$ cat src/rtl/red_stream_accum.sv
// Stream reduction engine: sums each packet of WIDTH-bit words through a single
// 4-bit adder slice, one nibble per cycle, and presents the wrapped packet sum.
module red_stream_accum #(
  parameter int WIDTH = 16,
  parameter int CNT_W = 8
) (
  input  logic             clk,
  input  logic             rst_n,
  input  logic             in_valid,
  output logic             in_ready,
  input  logic [WIDTH-1:0] in_data,
  input  logic             in_last,
  output logic             out_valid,
  input  logic             out_ready,
  output logic [WIDTH-1:0] out_sum,
  output logic             out_carry,
  output logic [CNT_W-1:0] out_count
);

  localparam int NIB   = WIDTH / 4;
  localparam int NIB_W = (NIB > 1) ? $clog2(NIB) : 1;
  localparam int IDX_W = NIB_W + 2;

  typedef enum logic [1:0] {
    S_IDLE = 2'd0,
    S_ADD  = 2'd1,
    S_WAIT = 2'd2,
    S_DONE = 2'd3
  } state_t;

  state_t             state_r,   state_nxt;
  logic [WIDTH-1:0]   acc_r,     acc_nxt;
  logic [WIDTH-1:0]   word_r,    word_nxt;
  logic               last_r,    last_nxt;
  logic [NIB_W-1:0]   nib_r,     nib_nxt;
  logic               carry_r,   carry_nxt;
  logic               sticky_r,  sticky_nxt;
  logic [CNT_W-1:0]   count_r,   count_nxt;
  logic               in_ready_r, in_ready_nxt;
  logic               out_valid_r, out_valid_nxt;

  logic               in_fire_s;
  logic               out_fire_s;
  logic               last_step_s;
  logic [IDX_W-1:0]   idx_s;
  logic [4:0]         step_s;

  assign in_fire_s   = in_valid && in_ready_r;
  assign out_fire_s  = out_valid_r && out_ready;
  assign last_step_s = (nib_r == NIB_W'(NIB - 1));
  assign idx_s       = {nib_r, 2'b00};
  // The one 4-bit adder slice shared by every nibble position.
  assign step_s      = {1'b0, acc_r[idx_s +: 4]} + {1'b0, word_r[idx_s +: 4]} + {4'b0000, carry_r};

  assign in_ready  = in_ready_r;
  assign out_valid = out_valid_r;
  assign out_sum   = acc_r;
  assign out_carry = sticky_r;
  assign out_count = count_r;

  // Next-state, datapath and handshake decode for the reduction FSM.
  always_comb begin
    state_nxt  = state_r;
    acc_nxt    = acc_r;
    word_nxt   = word_r;
    last_nxt   = last_r;
    nib_nxt    = nib_r;
    carry_nxt  = carry_r;
    sticky_nxt = sticky_r;
    count_nxt  = count_r;

    case (state_r)
      S_IDLE, S_WAIT: begin
        if (in_fire_s) begin
          word_nxt  = in_data;
          last_nxt  = in_last;
          carry_nxt = 1'b0;
          nib_nxt   = {NIB_W{1'b0}};
          state_nxt = S_ADD;
        end else begin
          state_nxt = state_r;
        end
      end
      S_ADD: begin
        acc_nxt[idx_s +: 4] = step_s[3:0];
        if (last_step_s) begin
          // Carry out of the top nibble is a word-level wrap: fold into sticky.
          sticky_nxt = sticky_r | step_s[4];
          count_nxt  = (count_r == {CNT_W{1'b1}}) ? count_r : count_r + {{(CNT_W-1){1'b0}}, 1'b1};
          carry_nxt  = 1'b0;
          nib_nxt    = {NIB_W{1'b0}};
          state_nxt  = last_r ? S_DONE : S_WAIT;
        end else begin
          carry_nxt  = step_s[4];
          nib_nxt    = nib_r + {{(NIB_W-1){1'b0}}, 1'b1};
          state_nxt  = S_ADD;
        end
      end
      S_DONE: begin
        if (out_fire_s) begin
          acc_nxt    = {WIDTH{1'b0}};
          sticky_nxt = 1'b0;
          count_nxt  = {CNT_W{1'b0}};
          state_nxt  = S_IDLE;
        end else begin
          state_nxt  = S_DONE;
        end
      end
      default: begin
        state_nxt  = S_IDLE;
        acc_nxt    = {WIDTH{1'b0}};
        nib_nxt    = {NIB_W{1'b0}};
        carry_nxt  = 1'b0;
        sticky_nxt = 1'b0;
        count_nxt  = {CNT_W{1'b0}};
      end
    endcase

    // Handshake flags are registered from the next state so they switch with it.
    if ((state_nxt == S_IDLE) || (state_nxt == S_WAIT)) begin
      in_ready_nxt = 1'b1;
    end else begin
      in_ready_nxt = 1'b0;
    end
    if (state_nxt == S_DONE) begin
      out_valid_nxt = 1'b1;
    end else begin
      out_valid_nxt = 1'b0;
    end
  end

  // State and datapath registers; reset discards any partial packet.
  always_ff @(posedge clk or negedge rst_n) begin
    if (!rst_n) begin
      state_r     <= S_IDLE;
      acc_r       <= {WIDTH{1'b0}};
      word_r      <= {WIDTH{1'b0}};
      last_r      <= 1'b0;
      nib_r       <= {NIB_W{1'b0}};
      carry_r     <= 1'b0;
      sticky_r    <= 1'b0;
      count_r     <= {CNT_W{1'b0}};
      in_ready_r  <= 1'b1;
      out_valid_r <= 1'b0;
    end else begin
      state_r     <= state_nxt;
      acc_r       <= acc_nxt;
      word_r      <= word_nxt;
      last_r      <= last_nxt;
      nib_r       <= nib_nxt;
      carry_r     <= carry_nxt;
      sticky_r    <= sticky_nxt;
      count_r     <= count_nxt;
      in_ready_r  <= in_ready_nxt;
      out_valid_r <= out_valid_nxt;
    end
  end

endmodule

$ cat config.mk
export PLATFORM = sky130hd
export DESIGN_NAME = red_stream_accum
export DESIGN_NICKNAME = d
export VERILOG_FILES = /design/src/rtl/red_stream_accum.sv
export SDC_FILE = /design/constraint.sdc
export NUM_CORES = 1
export LEC_CHECK = 0
export CAP_MARGIN = 20
export CORE_UTILIZATION = 51
export DETAILED_ROUTE_END_ITERATION = 10
export GPL_ROUTABILITY_DRIVEN = 0
export PLACE_DENSITY = 0.79
export RECOVER_POWER = 50
export SKIP_CTS_REPAIR_TIMING = 1
export SYNTH_ARGS = -nofsm -noshare
export SYNTH_HDL_FRONTEND = slang
export SYNTH_SLANG_ARGS = --single-unit
$ cat constraint.sdc
create_clock -name clk -period 3.7 [get_ports clk]
set_input_delay 0.74 -clock clk [delete_from_list [all_inputs] [get_ports clk]]
set_output_delay 0.74 -clock clk [all_outputs]
set_load 0.005 [all_outputs]
==> metrics.yaml, run 1 <==
drt:
  routed_wire_length_per_instance_um: 15.47
  drt_wl_total_um: 5027
  first_iter_violations: 142
  final_antenna_net_count: 0
  firstDrtPassIters: 8
  route.detailed.drc: 3
  post_drt_via_cell_ratio: 5.874
  routed-via-count: 1909
setup_path:
  critical_path_data_arrival_time_ns: 3.15
  setup.worst_path.start_class: "flip-flop"
  timing_worst_setup_path_type: "reg -> reg"
  worst_setup_path_startpoint: "nib_r[0]$_DFFE_PN0P_"
  timing.critical_path.to_type: "flip-flop"
  critical_path.max_fanout: 15
  worst_ep_required_time_ns: 3.89
  r2r-start: "nib_r[0]$_DFFE_PN0P_"
sta:
  worst_tran_pin_value_ns: 1.630
  hold_violation_count_in_the_final_report: 0
  timing.hold.ws_ns: 0.4786
  final-setup-viol-count: 0
  timing.setup.tns_ns: 0
  final-max-slew-violation-count: 33
  final.period_utilization_pct: 79.89
  rsz0062_at_grt: "no"
  fmax_ghz: 0.3383
  finalCriticalPeriod_ns: 2.956
  finClkSkew_ns: 0.004789
  slew_headroom_pct: -8.635
global_route:
  grt_overflow_total: 0
  pin_count_of_the_biggest_net_entering_global_routing: 50
  first_global_vias: 1788
  antenna_found_initial: 0
  grt_first_pass_wirelength_um: 8714
  global_route.usage.total_pct: 22.23
clock_network:
  max-clock-path-buffers: 2
  cts.sinks: 49
  tritoncts: "done"
  cts.clk_slew.worst_paths_ns: 0.08
  clock_latency_reported_for_the_late_side_of_the_worst_skew_pair_ns: 0.29
  clock_tree.htree_level_count: 2
  clock-root-buffer: "clkbuf_8"
  tritoncts.num_buffers: 5
final_layout:
  syn_to_final_growth_pct: 23.47
  layout_cells_sized_above_1_pct: 8.791
  finalNetCount: 303
  num_antenna_cells: 0
  most_common_library_cell_in_the_layout_ignoring_fill_and_taps: "nand2_1"
  mostFrequentLayoutCells: "62 x nand2_1, 48 x dfrtp_1, 45 x clkdlybuf4s50_1"
synthesis:
  synth-warning-count: 0
  synth_cell_type_count: 49
  postSynthNetCount: 256
  post_synth_instance_area_sq_mm: 0.002452
  synth_seq_cells: 49
  synth_edf_count: 0
  synth_area_per_cell_sq_um: 10.90
  synth_cells: 225
  synth-async-reset-ratio_pct: 100.0
  synth_seq_area_share_pct: 50.05
  ys_dominant_reg_cell: "dfrtp_1"
floorplan:
  core_region_area_sq_mm: 0.004474
  io-pin-count: 48
  die_x_um: 71.35
  fp-row-count: 24
  die-area_sq_mm: 0.005090
  die_y_um: 71.35
  initial_utilization_pct: 54.81
flow_run:
  max-cap-violations: 1
power_and_ir_drop:
  power.leakage_nw: 1.386
  peakVddDrop_mv: 0.3991
  power.density_cell_area_mw_per_mm2: 807.7
run_status:
  violations: "design-rule violations, max-capacitance violations, max-slew violations"
  run_status: "finished with violations"
placed_design:
  place.detailed.hpwl_um: 3594
  place.port_buffers: 47
worst_hold_path:
  min_path_type: "reg -> reg"
  min-delay-start: "word_r[10]$_DFFE_PN0P_"
## metal layers
metal | share of wire, % | wire length [um] | global-route usage (%) | vias to the layer above
met2 | 47 | 2354 | 32.91 | 72
met1 | 46 | 2332 | 33.43 | 932
li1 | - | - | - | 896
met5 | 0 | 0 | 0 | -
met4 | 1.7 | 85 | 8.000 | 0
met3 | 5.1 | 255 | 3.516 | 9
## power breakdown
group,leakage (nW),total (W),internal (W),switching [W]
Combinational,0.712,0.00113,0.000625,0.000505
Sequential,0.636,0.00102,0.000765,0.000252
Clock,0.0385,0.000299,0.000134,0.000165
## per-stage QoR
step / instance area, sq um / utilization [%] / cells / worst slack (ns) / power, W
floorplan: 2452 / - / 225 / 0.9827 / 0.001712
global placement: 2942 / 65.74 / 316 / 0.7959 / 0.002112
detailed placement: 2942 / 65.74 / 316 / 0.7537 / 0.002150
CTS: 3025 / 67.62 / 324 / 0.7285 / 0.002464
global route: 3028 / 67.67 / 325 / 0.5660 / 0.002650
finish: 3028 / 67.67 / 325 / 0.7440 / 0.002446
## state kept, by name, summed over array words and instances (netlist names)
signal / cells
word_r: 16
last_r: 1
state_r: 2
out_sum: 16
carry_r: 1
out_count: 8
out_carry: 1
nib_r: 2
out_valid: 1
in_ready: 1
## layout make-up
class,instances,area (sq um)
fillers,358,1446
inverters,4,15.01
multi-input cells,163,1161
repair buffers,49,475.5
well taps,52,65.06
clock buffers,7,76.32
flip-flops and latches,49,1227
clock inverters,1,7.507
## final timing paths
kind | end | slack (ns) | depth (start not counted)
max | out_carry$_DFFE_PN0P_ | 0.74 | 7
min | word_r[10]$_DFFE_PN0P_ | 0.48 | 2
max reg2reg | out_carry$_DFFE_PN0P_ | 0.74 | 7
min reg2reg | word_r[10]$_DFFE_PN0P_ | 0.48 | 2
max in group asynchronous | nib_r[1]$_DFFE_PN0P_ | 1.16 | 2
min in group asynchronous | out_count[0]$_DFFE_PN0P_ | 0.55 | 1
## cells by family (layout without fill, tap and decap cells)
kind of cell	after synthesis	count (layout)	share of synthesized area, %
mux	11	11	8.673
buf+inv	13	61	2.602
simple gates	96	96	18.93
xor+xnor	2	2	0.7144
flops	49	49	50.05
compound gates	44	44	13.32
fa+ha+maj	10	10	5.715
## synth_stat cells, types with 2 or more instances
| master | n | area share (%) |
|---|---|---|
| and4_1 | 2 | 0.71 |
| nand3_1 | 5 | 1.0 |
| a21o_1 | 3 | 0.92 |
| nand4b_1 | 2 | 0.71 |
| mux4_2 | 8 | 7.3 |
| dfrtp_1 | 48 | 49 |
| clkbuf_1 | 3 | 0.46 |
| a21oi_1 | 11 | 2.2 |
| a22o_1 | 16 | 5.7 |
| nand2_1 | 62 | 9.5 |
| mux2_2 | 2 | 0.92 |
| nor2_1 | 9 | 1.4 |
| o31ai_1 | 3 | 0.92 |
| fa_1 | 2 | 1.6 |
| nor3_1 | 2 | 0.41 |
| inv_1 | 4 | 0.61 |
| ha_1 | 8 | 4.1 |
| a211oi_1 | 2 | 0.61 |
| buf_2 | 3 | 0.61 |
## worst max-delay path: stages, from the launching register on
cell	delay (ns)
dfrtp_1	0.80
mux4_2	0.60
fa_1	0.44
fa_1	0.41
a21o_1	0.19
a21oi_1	0.18
nor2_1	0.06
o21a_1	0.16
Note: power is estimated with default switching activity, not from simulation.
==> inputs of run 2 (changes only) <==
==> constraint.sdc (replaced) <==
create_clock -name clk -period 3.1 [get_ports clk]
set_input_delay 0.62 -clock clk [delete_from_list [all_inputs] [get_ports clk]]
set_output_delay 0.62 -clock clk [all_outputs]
set_load 0.005 [all_outputs]
==> run 2 against run 1 <==
Net effect:
- the flow still finishes with violations (design-rule violations, max-capacitance violations, max-slew violations)
- maximum frequency rose by 6.7%
- clock power grew 55%
- via count shrank 1.3%
- largest power group unchanged
- critical endpoint unchanged
- sequential cell count did not move
- final area up 1.5%
- first-iteration DRC count grew 4.9%
- worst hold slack worse by 0.27 ns
- setup slack worse by 0.41 ns
- clock-buffer cell count did not move
- sequential share of layout area is 0.61 points lower
- critical path type unchanged
- combinational power up 22%
- total power grew 24%
==> metrics.yaml, run 2 (same netlist as run 1, synthesis figures left out) <==
final_layout:
  num_antenna_cells: 0  # unchanged
  finalNetCount: 304  # +0.33%
  nFillCells: 352  # -1.7%
  most_common_library_cell_in_the_layout_ignoring_fill_and_taps: "nand2_1"
  mostFrequentLayoutCells: "62 x nand2_1, 48 x dfrtp_1, 45 x clkdlybuf4s50_1"
  syn_to_final_growth_pct: 25.36
  layout_cells_sized_above_1_pct: 9.489  # +0.70 points
  finish.cell_count_without_fillers: 326  # +0.31%
drt:
  drt_wl_total_um: 4993  # -0.68%
  dr_wl_met3_um: 288  # +13%
  wire_length_on_met2_um: 2309  # -1.9%
  post_drt_via_cell_ratio: 5.779  # -1.6%
  route.detailed.drc: 3  # unchanged
  first_iter_violations: 149  # +4.9%
  final_antenna_net_count: 0  # unchanged
  drt-met1-wl_um: 2296  # -1.5%
  firstDrtPassIters: 7  # -1
  routed_wire_length_per_instance_um: 15.32  # -0.98%
  routed.top_layer: "met4"
  routed-via-count: 1884  # -1.3%
power_and_ir_drop:
  power.density_cell_area_mw_per_mm2: 988.5  # +22%
  power.leakage_nw: 1.414  # +2.0%
  peakVddDrop_mv: 0.4219  # +5.7%
global_route:
  global_route.usage.total_pct: 22.58  # +0.35 points
  grt_first_pass_wirelength_um: 8990  # +3.2%
  first_global_vias: 1866  # +4.4%
  pin_count_of_the_biggest_net_entering_global_routing: 50  # unchanged
  antenna_found_initial: 0  # unchanged
  grt_overflow_total: 0  # unchanged
clock_network:
  max-clock-path-buffers: 2  # unchanged
  clock_latency_reported_for_the_late_side_of_the_worst_skew_pair_ns: 0.29  # about the same
  clock_tree.htree_level_count: 2  # unchanged
  clock-root-buffer: "clkbuf_8"
  tritoncts.num_buffers: 5  # unchanged
  cts.sinks: 49  # unchanged
  cts.clk_slew.worst_paths_ns: 0.09  # about the same
  tritoncts: "done"
placed_design:
  place.port_buffers: 47  # unchanged
  place.detailed.hpwl_um: 3713  # +3.3%
  dp_cells: 317  # +0.32%
setup_path:
  critical_path.max_fanout: 11  # -4
  critPathMostFrequentCell: "fa_1"
  crit_family: "adder cells"
  worstPathBufferInverterCount: 0  # unchanged
  critical_path_data_arrival_time_ns: 2.96  # -0.19 ns
  setup.worst_path.start_class: "flip-flop"
  cp_cell_sequence: "mux4_2 -> fa_1 -> fa_1 -> a21o_1 -> a21oi_1 -> nor2_1 -> o21a_1"
  worst_ep_required_time_ns: 3.29  # -0.60 ns
  timing.critical_path.to_type: "flip-flop"
  timing_worst_setup_path_type: "reg -> reg"
  crit_path_max_incr_delay_ns: 0.61  # -0.19 ns
  cpMaxStageDelayCell: "dfrtp_1"
floorplan:
  core_region_area_sq_mm: 0.004474  # unchanged
  fp-row-count: 24  # unchanged
  initial_utilization_pct: 54.81  # unchanged
  die_y_um: 71.35  # unchanged
  die-area_sq_mm: 0.005090  # unchanged
  die_x_um: 71.35  # unchanged
  io-pin-count: 48  # unchanged
sta:
  final-max-slew-violation-count: 43  # +30%
  final-setup-viol-count: 0  # unchanged
  finClkSkew_ns: 0.006313  # +0.001524 ns
  slew_headroom_pct: -25.53  # -17 points
  finalCriticalPeriod_ns: 2.769  # -0.1865 ns
  fmax_ghz: 0.3611  # +6.7%
  final.period_utilization_pct: 89.34  # +9.4 points
  rsz0062_at_grt: "no"
  timing.setup.tns_ns: 0  # unchanged
  worst_tran_pin_value_ns: 1.883  # +0.2535 ns
  hold_violation_count_in_the_final_report: 0  # unchanged
run_status:
  run_status: "finished with violations"
  violations: "design-rule violations, max-capacitance violations, max-slew violations"
worst_hold_path:
  min_path_type: "in -> async"
flow_run:
  max-cap-violations: 1  # unchanged
==> run 2: cell types whose count changed in the layout (fill, tap and decap cells not counted) <==
cell and delta:
buf_4 +1, clkbuf_8 +1, clkbuf_1 -2, clkdlybuf4s25_1 +1
bufinv_16 +1, clkinvlp_4 -1
==> run 2: final cells by class <==
cell class | count | area (sq um) | area share (%)
clock buffer | 7 | 86.33 | 2.808
clock inverter | 1 | 30.03 | 0.9768
inverter | 4 | 15.01 | 0.4884
multi-input combinational | 163 | 1161 | 37.77
sequential | 49 | 1227 | 39.93
tap | 52 | 65.06 | 2.116
timing repair buffer | 50 | 489.2 | 15.91
==> run 2: power by group <==
group          internal, W  switching [W]
sequential        0.000914       0.000284
combinational     0.000755       0.000624
clock             0.000263       0.000199
total              0.00193        0.00111
==> run 2: metal layers <==
metal | track usage [%] | vias to the layer above
met5 | 0 | -
met4 | 8.000 | 0
met3 | 3.797 | 11
met2 | 35.24 | 78
met1 | 32.26 | 891
li1 | - | 904
==> run 2: worst paths after layout <==
kind,from,to,slack [ns],cells past startpoint
max in group asynchronous,rst_n,nib_r[1]$_DFFE_PN0P_,0.59,2
worst min-delay path,rst_n,out_sum[5]$_DFFE_PN0P_,0.21,1
worst max register to register,nib_r[0]$_DFFE_PN0P_,out_carry$_DFFE_PN0P_,0.33,7
min in group clk,word_r[0]$_DFFE_PN0P_,word_r[0]$_DFFE_PN0P_,0.48,2
worst min register to register,word_r[0]$_DFFE_PN0P_,word_r[0]$_DFFE_PN0P_,0.48,2
worst max-delay path,nib_r[0]$_DFFE_PN0P_,out_carry$_DFFE_PN0P_,0.33,7
==> run 2: worst register-to-register path, delay by kind of cell (launching register included) <==
kind / cells / cell delay [ns]
AOI/OAI and AO/OA: 3 / 0.54
and+or+nand+nor: 1 / 0.06
muxes: 1 / 0.59
adders and majority gates: 2 / 0.87
DFF: 1 / 0.61
==> run 2: stage by stage <==
step / area, sq um / setup slack (ns) / hold slack [ns] / total power [W] / util, %
after detailed placement: 2949 / 0.3392 / 0.4633 / 0.002590 / 65.91
final: 3074 / 0.3305 / 0.2125 / 0.003039 / 68.71
after floorplan: 2452 / 0.3827 / 0.3244 / 0.002043 / -
after CTS: 3065 / 0.3228 / 0.4849 / 0.003055 / 68.51
after global placement: 2949 / 0.4264 / 0.4585 / 0.002537 / 65.91
after global routing: 3074 / 0.1058 / 0.2324 / 0.003280 / 68.71
